[src/rtl/switch_round_ctrl.sv]
// Switch-flip reaction game: each round lights one LED and the player must toggle
// exactly that switch before the per-round countdown expires.
module switch_round_ctrl #(
  parameter int          N_SW      = 10,
  parameter int          TICK_DIV  = 50000000,
  parameter int          ROUND_SEC = 15,
  parameter int          GAP_SEC   = 5,
  parameter int          STREAK    = 5,
  parameter int          SCORE_W   = 12,
  parameter logic [15:0] LFSR_SEED = 16'hACE1
) (
  input  logic               clk,
  input  logic               reset_n,
  input  logic               start,
  input  logic [N_SW-1:0]    sw,
  output logic [N_SW-1:0]    led,
  output logic [5:0]         secs_left,
  output logic [SCORE_W-1:0] score,
  output logic [7:0]         round_num,
  output logic [1:0]         state_o,
  output logic               pass_pulse,
  output logic               fail_pulse
);

  localparam int CNT_W = (TICK_DIV > 1) ? $clog2(TICK_DIV) : 1;
  localparam logic [CNT_W-1:0] CNT_LAST = CNT_W'(TICK_DIV - 1);
  localparam int SUM_W = SCORE_W + 6;

  typedef enum logic [1:0] {
    S_IDLE = 2'd0,
    S_PLAY = 2'd1,
    S_GAP  = 2'd2,
    S_OVER = 2'd3
  } state_t;

  state_t             state_q, state_d;
  logic [15:0]        lfsr_q, lfsr_d;
  logic [CNT_W-1:0]   cnt_q, cnt_d;
  logic [N_SW-1:0]    snap_q, snap_d;
  logic [N_SW-1:0]    target_q, target_d;
  logic [N_SW-1:0]    led_d;
  logic [5:0]         secs_d;
  logic [SCORE_W-1:0] score_d;
  logic [7:0]         round_d;
  logic               pass_d, fail_d;

  logic               tick;
  logic               enter_play;
  logic [15:0]        idx;
  logic [N_SW-1:0]    prompt;
  logic [7:0]         level;
  logic [1:0]         shift;
  logic [SUM_W-1:0]   sum;
  logic [SCORE_W-1:0] score_sat;

  assign state_o = state_q;

  always_comb begin
    tick   = (cnt_q == CNT_LAST);
    idx    = lfsr_q % 16'(N_SW);
    prompt = N_SW'(1) << idx;
    // Points double every STREAK passes, capped after three doublings.
    level  = round_num / 8'(STREAK);
    shift  = (level > 8'd3) ? 2'd3 : level[1:0];
    sum    = SUM_W'(score) + (SUM_W'(2) << shift);
    score_sat = (sum[SUM_W-1:SCORE_W] != '0) ? '1 : sum[SCORE_W-1:0];
  end

  always_comb begin
    state_d    = state_q;
    lfsr_d     = {lfsr_q[14:0], lfsr_q[15] ^ lfsr_q[13] ^ lfsr_q[12] ^ lfsr_q[10]};
    cnt_d      = cnt_q;
    snap_d     = snap_q;
    target_d   = target_q;
    led_d      = led;
    secs_d     = secs_left;
    score_d    = score;
    round_d    = round_num;
    pass_d     = 1'b0;
    fail_d     = 1'b0;
    enter_play = 1'b0;

    case (state_q)
      S_IDLE, S_OVER: begin
        cnt_d = '0;
        if (start) begin
          score_d    = '0;
          round_d    = '0;
          enter_play = 1'b1;
        end
      end
      S_PLAY: begin
        cnt_d = tick ? '0 : cnt_q + 1'b1;
        if (tick && secs_left != 6'd0) secs_d = secs_left - 6'd1;
        // A correct answer on the final tick still counts as a pass.
        if (sw == target_q) begin
          state_d = S_GAP;
          score_d = score_sat;
          round_d = (round_num == 8'hFF) ? 8'hFF : round_num + 8'd1;
          led_d   = '0;
          secs_d  = 6'(GAP_SEC);
          cnt_d   = '0;
          pass_d  = 1'b1;
        end else if (sw != snap_q || (tick && secs_left == 6'd1)) begin
          state_d = S_OVER;
          led_d   = '1;
          secs_d  = 6'd0;
          cnt_d   = '0;
          fail_d  = 1'b1;
        end
      end
      S_GAP: begin
        cnt_d = tick ? '0 : cnt_q + 1'b1;
        if (tick && secs_left != 6'd0) secs_d = secs_left - 6'd1;
        if (tick && secs_left == 6'd1) enter_play = 1'b1;
      end
      default: state_d = S_IDLE;
    endcase

    if (enter_play) begin
      state_d  = S_PLAY;
      snap_d   = sw;
      target_d = sw ^ prompt;
      led_d    = prompt;
      secs_d   = 6'(ROUND_SEC);
      cnt_d    = '0;
    end
  end

  always_ff @(posedge clk) begin
    if (!reset_n) begin
      state_q    <= S_IDLE;
      lfsr_q     <= LFSR_SEED;
      cnt_q      <= '0;
      snap_q     <= '0;
      target_q   <= '0;
      led        <= '0;
      secs_left  <= '0;
      score      <= '0;
      round_num  <= '0;
      pass_pulse <= 1'b0;
      fail_pulse <= 1'b0;
    end else begin
      state_q    <= state_d;
      lfsr_q     <= lfsr_d;
      cnt_q      <= cnt_d;
      snap_q     <= snap_d;
      target_q   <= target_d;
      led        <= led_d;
      secs_left  <= secs_d;
      score      <= score_d;
      round_num  <= round_d;
      pass_pulse <= pass_d;
      fail_pulse <= fail_d;
    end
  end

endmodule

[config.mk]
export PLATFORM = sky130hd
export DESIGN_NAME = switch_round_ctrl
export DESIGN_NICKNAME = d
export VERILOG_FILES = /design/src/rtl/switch_round_ctrl.sv
export SDC_FILE = /design/constraint.sdc
export NUM_CORES = 1
export LEC_CHECK = 0
export CAP_MARGIN = 15
export CORE_UTILIZATION = 60
export DETAILED_ROUTE_END_ITERATION = 16
export GPL_TIMING_DRIVEN = 1
export HOLD_SLACK_MARGIN = 0.12
export PLACE_DENSITY = 0.82
export SLEW_MARGIN = 20
export SYNTH_ARGS = -nofsm -noshare
export SYNTH_HDL_FRONTEND = slang
export SYNTH_SLANG_ARGS = --single-unit
[constraint.sdc]
create_clock -name clk -period 5.55 [get_ports clk]
set_input_delay 1.11 -clock clk [delete_from_list [all_inputs] [get_ports clk]]
set_output_delay 1.11 -clock clk [all_outputs]
set_load 0.005 [all_outputs]
==> impl_metrics.json, run 1 <==
{
  "initial_core_util_pct": 61.4,
  "setup_viol_count_final": 0,
  "post_dp_cell_area_um2": 7920,
  "cts_tree": "yes",
  "antenna_cells": 0,
  "track_usage_pct": 28.8,
  "io_pins": 53,
  "wl_per_cell_um": 16.1,
  "min_from": "cnt_q[0]$_SDFF_PP0_",
  "final_nets": 1030,
  "power_density_nw_per_um2": 350,
  "ir_drop_v": 0.000245,
  "hold_viol": 0,
  "grt_pass1_wl_um": 30600,
  "overflow": 0,
  "worstReg2RegStart": "lfsr_q[13]$_SDFF_PN1_",
  "syn-num-nets": 1012,
  "via_per_inst": 6.39,
  "clkSlewWorstSetupHoldPaths_ns": 0.07,
  "worstMarginPinSlew_ns": 0.920,
  "synthCells": 984,
  "grt_pass1_vias": 6574,
  "design.core.area_um2": 12000,
  "regToRegSetupSlack_ns": 0.28,
  "die-width_um": 113,
  "numCtsBuffers": 9,
  "critical_path_arrival_ns": 5.55,
  "ys_seq_elements": 102,
  "syn-cell-area_um2": 7350,
  "std_cell_rows": 40,
  "clk_latency_ns": 0.35,
  "drive_above_1_share_pct": 9.43,
  "cts_root_buf": "clkbuf_16",
  "slew-limit-headroom_pct": 38.6,
  "max_freq_ghz": 0.190,
  "area_delta_synth_final_pct": 13.4,
  "worstPathCellList": "nor2b_2 -> a22oi_1 -> a32o_1 -> nor4_1 -> a2111o_1 -> and2_2 -> o2bb2ai_1 -> a221oi_4 -> mux2_4 -> o2bb2ai_2 -> buf_4 -> nor3_1 -> a211oi_1 -> a32oi_1 -> a22oi_1 -> o211ai_4 -> buf_4 -> or3_1 -> a31oi_1",
  "cp_slowest_stage_delay_ns": 0.51,
  "fillers": 998,
  "clk_path_buf_depth": 2,
  "ant_nets": 0,
  "status": "completed",
  "drc": 0,
  "synth.distinct_cells": 101,
  "cp-start-kind": "register",
  "finalClockSkew_ns": 0.00860,
  "cp_data_required_time_ns": 5.83,
  "timing.critical_path.buf_inv": 2,
  "maxCapViolations": 0,
  "die_h_um": 113,
  "report.final.slew_viol_count": 0,
  "cts_sinks": 102,
  "cpMaxStageDelayCell": "a2111o_1",
  "avgSynthCellArea_um2": 7.47,
  "yosysWarnings": 0,
  "synth-main-ff-cell": "dfxtp_1",
  "layout_commonest_cell": "nand2_1",
  "drt_wl_total_um": 18500,
  "synth_edf_count": 0,
  "startpoint": "lfsr_q[13]$_SDFF_PN1_",
  "synth_largest_area_cell": "dfxtp_1",
  "layout_min_cycle_time_ns": 5.27,
  "ys_seq_area_share_pct": 27.8,
  "whs_ns": 0.466,
  "cp-end-kind": "register",
  "drtPass1Iterations": 5,
  "hold_buffers": 0,
  "gp_congestion": 0.913,
  "netlist.area_leader.share_pct": 27.8,
  "finalInstanceArea_um2": 8330,
  "layout_common_cells": "108 x nand2_1, 99 x nor2_1, 97 x dfxtp_1",
  "worst_hold_path_type": "register to register",
  "vias": 7376,
  "antenna_found_initial": 0,
  "dieArea_um2": 12700,
  "htreeDepth": 3,
  "portBuffers": 52,
  "p_leak_nw": 2.91,
  "layout_worst_path_cycle_share_pct": 95.0,
  "grt_max_degree": 46,
  "synthArstFlopShare_pct": 0,
  "drtIter0Drc": 978,
  "crit_family": "compound AO/OA/AOI/OAI gates",
  "crit_fanout": 14,
  "worstSetupPathType": "register to register",
  "place_hpwl_um": 12400,
  "netlist_top_cells_area": "dfxtp_1 28%, nand2_1 5.6%, nor2_1 5.1%"
}
logic make-up after synthesis:
| kind of cell | synth area share, % |
|---|---|
| fa+ha+maj | 2.93 |
| buf+inv | 5.55 |
| xor+xnor | 7.15 |
| compound gates | 26.6 |
| flops | 27.8 |
| mux | 1.96 |
| simple gates | 28.0 |
repair_timing:
action | CTS | global route
endpoints found under the setup margin | 0 | 23
endpoints found under the hold margin | 0 | 0
gates resized for setup | 0 | 19
buffers inserted | 0 | 2
registers in the layout (all words and copies together), names as in the netlist, 6 cells and up:
name	count
led	10
round_num	8
target_q	10
secs_left	6
snap_q	10
score	12
cnt_q	26
lfsr_q	16
cells in the mapped netlist (all sizes together) (7+ instances only):
library cell	number
nor2	101
nor2b	15
nand3	41
and3	12
nand2	112
a21oi	74
inv	32
a31oi	18
nand4	22
and2	10
clkbuf	50
a21o	9
or3	10
nor3	28
nor4	16
xor2	30
a211oi	10
dfxtp	102
o21ai	68
nand2b	17
or4	7
buf	16
xnor2	30
o211ai	13
ha	14
per-layer routing:
layer | vias to the layer above | track usage (%) | routed length (um)
met1 | 3448 | 38.8 | 8330
met4 | 0 | 10.0 | 361
met2 | 272 | 47.8 | 8770
li1 | 3620 | - | -
met5 | - | 0 | 0
met3 | 36 | 3.24 | 1090
layout make-up:
type | count | area (um2) | share of cell area [%]
sequential | 102 | 2050 | 24.6
multi-input combinational | 783 | 4980 | 59.8
clock inverter | 5 | 58.8 | 0.706
tap | 147 | 184 | 2.21
clock buffer | 11 | 243 | 2.91
inverter | 34 | 128 | 1.53
timing repair buffer | 72 | 683 | 8.20
power by group:
| group | leakage [nW] | switching, W | internal (W) |
|---|---|---|---|
| Combinational | 1.94 | 0.000782 | 0.000551 |
| Sequential | 0.832 | 0.000105 | 0.000843 |
| Clock | 0.142 | 0.000275 | 0.000362 |
| Total | 2.91 | 0.00116 | 0.00176 |
final timing paths:
kind                         endpoint  depth (start not counted)
max          target_q[5]$_SDFFE_PN0P_                         19
min               cnt_q[0]$_SDFF_PP0_                          1
max reg2reg  target_q[5]$_SDFFE_PN0P_                         19
min reg2reg       cnt_q[0]$_SDFF_PP0_                          1
metrics by stage:
| step | instances | setup slack [ns] | total power (W) | utilization (%) | setup TNS, ns |
|---|---|---|---|---|---|
| global route | 1154 | -0.103 | 0.00310 | 69.6 | -0.174 |
| detailed placement | 1135 | 0.126 | 0.00222 | 66.2 | 0 |
| CTS | 1151 | 0.128 | 0.00287 | 68.7 | 0 |
| floorplan | 984 | 0.809 | 0.00185 | - | 0 |
| finish | 1154 | 0.280 | 0.00292 | 69.6 | 0 |
| global placement | 1135 | 0.299 | 0.00221 | 66.2 | 0 |
Note: power is estimated with default switching activity, not from simulation.
==> run 2: changes to the inputs <==
--- a/config.mk
+++ b/config.mk
@@ -5,8 +5,9 @@
 export SDC_FILE = /design/constraint.sdc
 export NUM_CORES = 1
 export LEC_CHECK = 0
+export ABC_AREA = 1
 export CAP_MARGIN = 15
-export CORE_UTILIZATION = 60
+export CORE_UTILIZATION = 59
 export DETAILED_ROUTE_END_ITERATION = 16
 export GPL_TIMING_DRIVEN = 1
 export HOLD_SLACK_MARGIN = 0.12
==> run 2 against run 1 <==
  * The flow now finishes with violations (setup timing)
  * Sequential cell count is the same
  * Synthesized cell count up 3.7%
  * Worst hold slack better by 0.0059 ns
  * Wire length grew 18%
  * Cell count up 12%
  * Global-route usage about the same
  * Non-clock buffer count increased by 61
  * Area after synthesis fell by 9.6%
  * Critical endpoint is now score[3]$_SDFFE_PN0P_
  * Largest cell class unchanged
  * Highest routed layer unchanged
==> impl_metrics.json, run 2 <==
{
  "yosysWarnings": 0,
  "cts_tree": "yes",
  "synth_edf_count": 0,
  "synth-main-ff-cell": "dfxtp_1",
  "maxCapViolations": 0,
  "drtIter0Drc": 777,
  "worstMarginPinSlew_ns": 1.14,
  "top_regs": "cnt_q x26, lfsr_q x16, score x12",
  "critical_path_arrival_ns": 7.13,
  "status": "finished, violations left",
  "rsz0062_at_grt": "yes",
  "io_pins": 53,
  "die_h_um": 108,
  "htreeDepth": 3,
  "layout_commonest_cell": "nand2_1",
  "drt_wl_total_um": 21800,
  "drtPass1Iterations": 7,
  "layout_worst_path_cycle_share_pct": 124,
  "wl_per_cell_um": 16.9,
  "gp_congestion": 0.873,
  "crit_fanout": 7,
  "numCtsBuffers": 9,
  "area_delta_synth_final_pct": 33.7,
  "dieArea_um2": 11700,
  "clk_path_buf_depth": 2,
  "synth.distinct_cells": 50,
  "synth_largest_area_cell": "dfxtp_1",
  "worst_slack_ns": -1.33,
  "clkSlewWorstSetupHoldPaths_ns": 0.11,
  "drc": 0,
  "setup_viol_count_final": 13,
  "cts_root_buf": "clkbuf_8",
  "largest_register": "cnt_q",
  "place_hpwl_um": 11200,
  "syn-num-nets": 1048,
  "finalClockSkew_ns": 0.0205,
  "cp-start-kind": "register",
  "post-route-util_pct": 81.5,
  "hold_buffers": 0,
  "cp_slowest_stage_delay_ns": 0.50,
  "violations": "setup timing",
  "syn-cell-area_um2": 6640,
  "synthCells": 1020,
  "antenna_found_initial": 1,
  "overflow": 0,
  "final_nets": 1175,
  "cp-end-kind": "register",
  "layout_min_cycle_time_ns": 6.88,
  "max_freq_ghz": 0.145,
  "synthArstFlopShare_pct": 0,
  "holdPathStages": 2,
  "synth_commonest_cells": "249 x nand2_1, 138 x inv_1, 102 x dfxtp_1",
  "cts_sinks": 102,
  "layout_common_cells": "212 x nand2_1, 118 x inv_1, 97 x dfxtp_1",
  "design.core.area_um2": 10900,
  "track_usage_pct": 28.9,
  "worstSetupPathType": "register to register",
  "grt_max_degree": 41,
  "netlist_top_cells_area": "dfxtp_1 31%, nand2_1 14%, inv_1 7.8%",
  "netlist.area_leader.share_pct": 30.8,
  "antenna_cells": 0,
  "via_per_inst": 5.84,
  "grt_pass1_wl_um": 27100,
  "preCtsSetupSlack_ns": -0.257,
  "vias": 7545,
  "ys_seq_area_share_pct": 30.8,
  "r2r_cells": 42,
  "synth_most_common_cell": "nand2_1",
  "ant_nets": 0,
  "clk_latency_ns": 0.40,
  "die-width_um": 108,
  "hold_viol": 0,
  "largest_reg_flops": 26,
  "std_cell_rows": 38,
  "avgSynthCellArea_um2": 6.51,
  "crit_path_frequent_cell": "buf_4",
  "slew-limit-headroom_pct": 24.2,
  "report.final.slew_viol_count": 0,
  "drive_above_1_share_pct": 27.3,
  "cp_data_required_time_ns": 5.80,
  "worst_hold_path_type": "register to register",
  "portBuffers": 52,
  "grt_pass1_vias": 6117,
  "ys_seq_elements": 102,
  "cpMaxStageDelayCell": "ha_1",
  "initial_core_util_pct": 61.0
}
-- run 2: layout make-up --
cell class | count | area (um2)
Clock buffer | 13 | 149
Fill cell | 691 | 2010
Multi-Input combinational cell | 743 | 4640
Clock inverter | 3 | 67.6
Tap cell | 140 | 175
Sequential cell | 102 | 2050
Inverter | 158 | 633
Timing Repair Buffer | 133 | 1160
-- run 2: critical path, delay by kind of cell (launching register included) --
family	cells	cell delay [ns]
AOI/OAI and AO/OA	11	2.36
xor gates and xnor gates	2	0.39
adders and majority gates	1	0.50
buffers and inverters	14	1.52
DFF	1	0.36
and+or+nand+nor	14	1.57
-- run 2: timing repair --
item | CTS | global route
pin swaps | 30 | 82
resized for setup | 32 | 177
setup endpoints to repair | 11 | 32
setup buffers | 31 | 26
-- run 2: worst paths after layout --
kind,startpoint,to,slack (ns)
min,cnt_q[3]$_SDFF_PP0_,cnt_q[3]$_SDFF_PP0_,0.47
max,round_num[5]$_SDFFE_PN0P_,score[3]$_SDFFE_PN0P_,-1.33
min reg2reg,cnt_q[3]$_SDFF_PP0_,cnt_q[3]$_SDFF_PP0_,0.47
max reg2reg,round_num[5]$_SDFFE_PN0P_,score[3]$_SDFFE_PN0P_,-1.33
-- run 2: metal layers --
layer | vias up | share of wire [%] | GRT usage (%)
met3 | 128 | 8.6 | 6.15
met2 | 399 | 48 | 46.8
met4 | 0 | 5.7 | 13.8
met5 | - | 0 | 0
li1 | 3560 | - | -
met1 | 3458 | 38 | 36.4
-- run 2: cells by family (layout without fill, tap and decap cells) --
family	after synthesis	after routing	synth area share, %
buffers and inverters	175	307	10.6
DFF	102	102	30.8
adders and majority gates	15	15	2.94
AOI/OAI and AO/OA	135	135	11.9
and+or+nand+nor	564	564	40.0
xor gates and xnor gates	29	29	3.83
-- run 2: stage by stage --
step	cells	TNS, ns	cell area, um2	hold slack, ns
3_5_place_dp	1220	-2.32	7470	0.456
2_1_floorplan	1020	0	6680	0.430
4_1_cts	1266	-1.38	8000	0.470
5_1_grt	1292	-25.24	8880	0.504
3_3_place_gp	1220	-0.000152	7470	0.445
6_report	1292	-11.02	8880	0.472
Power of run 2 is left out: the tool's default activity adds up to more than one toggle a clock period on the data nets, which glitch-free logic cannot reach.
==> variant 1 (config.mk and constraints of run 2) <==
Set the parameter `SCORE_W` to 6 (it was 12).
--- a/src/rtl/switch_round_ctrl.sv
+++ b/src/rtl/switch_round_ctrl.sv
@@ -7,5 +7,5 @@
   parameter int          GAP_SEC   = 5,
   parameter int          STREAK    = 5,
-  parameter int          SCORE_W   = 12,
+  parameter int          SCORE_W   = 6,
   parameter logic [15:0] LFSR_SEED = 16'hACE1
 ) (
Ports: changed (resized score); port bits go from 53 to 47. The function was not compared with the original's and may differ.
==> variant 1 against run 2 <==
  * The flow still finishes with violations (negative setup slack)
  * Hold slack worse by 10 ps
  * Critical path depth shrank 1
  * Count of clock-buffer cells in the layout fell by 3
  * Via count decreased by 8.6%
  * Area after synthesis down 5.1%
  * Sequential cell count is 6 lower
  * Routed wire length is 17% lower
  * Maximum frequency increased by 13%
  * Worst setup slack gained 800 ps
  * Design area decreased by 5.4%
  * Largest cell class unchanged
Power is left out: the tool's default activity adds up to more than one toggle a clock period on the data nets, which glitch-free logic cannot reach.
==> variant 1: results (changes against run 2) <==
num-multi-input-gates: 695  # -6.5%
setup-tns-final_ps: -2860  # +8160 ps
io_buffers: 46  # -12%
crit_family: "simple AND/OR/NAND/NOR gates"
grt_pass1_vias: 5805  # -5.1%
crit_fanout: 4  # -3
synth_area_leaders: "dfxtp_1 31%, nand2_1 13%, inv_1 8.7%"
slew_headroom_pct: 23.9  # -0.30 points
grt_start_max_net_pins: 38  # -7.3%
critPathCapture: "score[1]"
violations: "negative setup slack"
fin_ws_ps: -522  # +805 ps
fillCellCount: 664  # -3.9%
status: "finished, violations left"
antenna_found_initial: 0  # -1
cts_sinks: 96  # -5.9%
arrival_ps: 6310  # -820 ps
worstReg2RegStart: "round_num[1]"
yosysSeqAreaShare_pct: 30.5  # -0.24 points
avgSynthCellArea_sq_um: 6.48  # -0.44%
drt_first_pass_iters: 5  # -2
grt_pass1_wl_um: 25800  # -4.9%
hpwl_um: 10600  # -4.6%
pre_cts_ws_ps: -258  # -1.37 ps
setup_viol_count_final: 7  # -6
worst_clock_skew_ps: 16.9  # -3.56 ps
synth_fp_nets: 1002  # -4.4%
crit_path_max_incr_delay_ps: 330  # -170 ps
nNetsFinal: 1123  # -4.4%
signal_buffer_area_fraction_pct: 12.8  # -0.28 points
track_usage_pct: 28.2  # -0.69 points
largest_registers: "cnt_q: 26 flops, lfsr_q: 16 flops"
-- variant 1: cell types whose count changed in the layout (fill, tap and decap cells not counted), sizes merged, moves of 8 or more --
cell          run 2  this run
inv             155       163
nand2           295       250
nand3           104        91
nor2            103       111
o22ai             2        12
-- variant 1: cells by family after synthesis --
group                    count (synthesis)  share of synthesized area (%)
buffers and inverters                  181                           10.9
AO/OA/AOI/OAI                          143                           13.6
XOR/XNOR                                29                           4.25
adder cells (fa/ha/maj)                 17                           3.50
AND/OR/NAND/NOR                        506                           37.3
flip-flops                              96                           30.5
-- variant 1: per-layer routing --
metal	part of all wire (%)	wire (um)	vias up	track usage [%]
li1	-	-	3383	-
met1	42	7610	3205	37.0
met4	2.9	529	0	11.1
met2	49	8900	253	46.9
met5	0	0	-	0
met3	5.4	978	58	3.59
-- variant 1: repair_timing --
action,CTS,global route
pin swaps,32,77
setup buffers,29,25
endpoints found under the setup margin,6,26
hold buffers,0,0
gates resized for setup,39,140
==> variant 2 (flow settings as in run 2) <==
Without the edit above. Reset style: asynchronous (`reset_n`), changed in one clocked block.
--- a/src/rtl/switch_round_ctrl.sv
+++ b/src/rtl/switch_round_ctrl.sv
@@ -128,5 +128,5 @@
   end
 
-  always_ff @(posedge clk) begin
+  always_ff @(posedge clk or negedge reset_n) begin
     if (!reset_n) begin
       state_q    <= S_IDLE;
Check against the original RTL: differs if reset_n is asserted again (counterexample within 4 cycles, from zero or initial values and one cycle with reset_n low); with reset_n held inactive, the same outputs for 10 cycles.
==> variant 2 against run 2 <==
  * The run still ends with negative setup slack left
  * Design area shrank 5.0%
  * Routed wire length is 24% lower
  * Area after synthesis grew 2.7%
  * Largest cell class unchanged
  * Worst setup slack better by 1200 ps
  * Highest routed layer unchanged
  * Synthesized cell count is 8.6% lower
  * Sequential cell count unchanged
==> variant 2: results (changes against run 2) <==
status: "finished, violations left"
avgSynthCellArea_sq_um: 7.32  # +12%
grt_start_max_net_pins: 62  # +51%
grt_pass1_wl_um: 24100  # -11%
worst_clock_skew_ps: 10.3  # -10.2 ps
violations: "negative setup slack"
drive_gt1_share_pct: 21.3  # -6.0 points
drt_first_pass_iters: 5  # -2
vias_per_cell: 5.65  # -3.3%
place.gp.congestion: 0.840  # -3.8%
clkLatencyLatePin_ps: 360  # -40 ps
hpwl_um: 10800  # -3.4%
crit_slowest_cell: "dfstp_2"
dp.cells: 1113  # -8.8%
path_clk_slew_ps: 70  # -40 ps
antenna_found_initial: 0  # -1
route.vias.total: 6473  # -14%
setup_viol_count_final: 19  # +6
crit_path_max_incr_delay_ps: 600  # +100 ps
fin_ws_ps: -132  # +1190 ps
synth_fp_nets: 960  # -8.4%
tightest_slew_ps: 775  # -361 ps
crit_fanout: 6  # -1
pre_cts_ws_ps: 73.7  # +331 ps
root_buffer: "clkbuf_16"
grt_pass1_vias: 5463  # -11%
==> variant 2: cell families (layout without fill, tap and decap cells) <==
family | Yosys count | in the layout | synth area share (%)
AOI/OAI and AO/OA | 122 | 122 | 10.5
xor gates and xnor gates | 26 | 26 | 3.34
adders and majority gates | 15 | 15 | 2.86
buffers and inverters | 156 | 229 | 8.68
DFF | 102 | 102 | 37.6
muxes | 1 | 1 | 0.147
and+or+nand+nor | 510 | 511 | 36.9
==> variant 2: repair_timing <==
| item | in CTS | in global routing |
|---|---|---|
| hold endpoints to repair | 0 | 0 |
| gates resized for setup | 0 | 119 |
| endpoints found under the setup margin | 0 | 32 |
| setup buffers | 0 | 15 |
==> variant 2: layer usage <==
layer  vias up  GRT usage (%)  part of all wire [%]
met1      3053           33.4                    44
met4         0           8.38                   2.6
li1       3201              -                     -
met3        45           4.92                   4.5
met5         -              0                     0
met2       174           41.8                    49
==> variant 2: worst paths after layout <==
path	to	start	slack (ps)	cells past startpoint
max in group asynchronous	round_num[7]	reset_n	3610	2
worst max-delay path	led[0]	lfsr_q[15]	-130	57
worst max register to register	led[0]	lfsr_q[15]	-130	57
min in group asynchronous	cnt_q[10]	reset_n	740	1
worst min register to register	lfsr_q[7]	lfsr_q[6]	400	0
worst min-delay path	lfsr_q[7]	lfsr_q[6]	400	0
==> variant 2: final cells by class <==
class | count | area (sq um)
inverters | 142 | 549
clock inverters | 7 | 113
repair inverters | 1 | 5.00
multi-input cells | 675 | 4150
fillers | 808 | 2590
repair buffers | 70 | 653
flip-flops and latches | 102 | 2560
well taps | 140 | 175
clock buffers | 9 | 225
==> variant 2: metrics by stage <==
step           cell area (sq um)  util, %  TNS [ps]
2_1_floorplan               6820        -         0
3_3_place_gp                7480     67.8         0
3_5_place_dp                7480     67.8         0
4_1_cts                     7820     70.9         0
5_1_grt                     8440     76.5    -10100
6_report                    8440     76.5     -1350
==> variant 2: power by group through the flow <==
stage	clock network, mW	logic (mW)	registers, mW
after floorplan	0	0.592	1.00
after global placement	0	0.893	1.01
after detailed placement	0	0.912	1.02
after CTS	0.731	0.917	1.00
after global routing	0.762	1.04	1.02
final	0.726	0.922	1.01
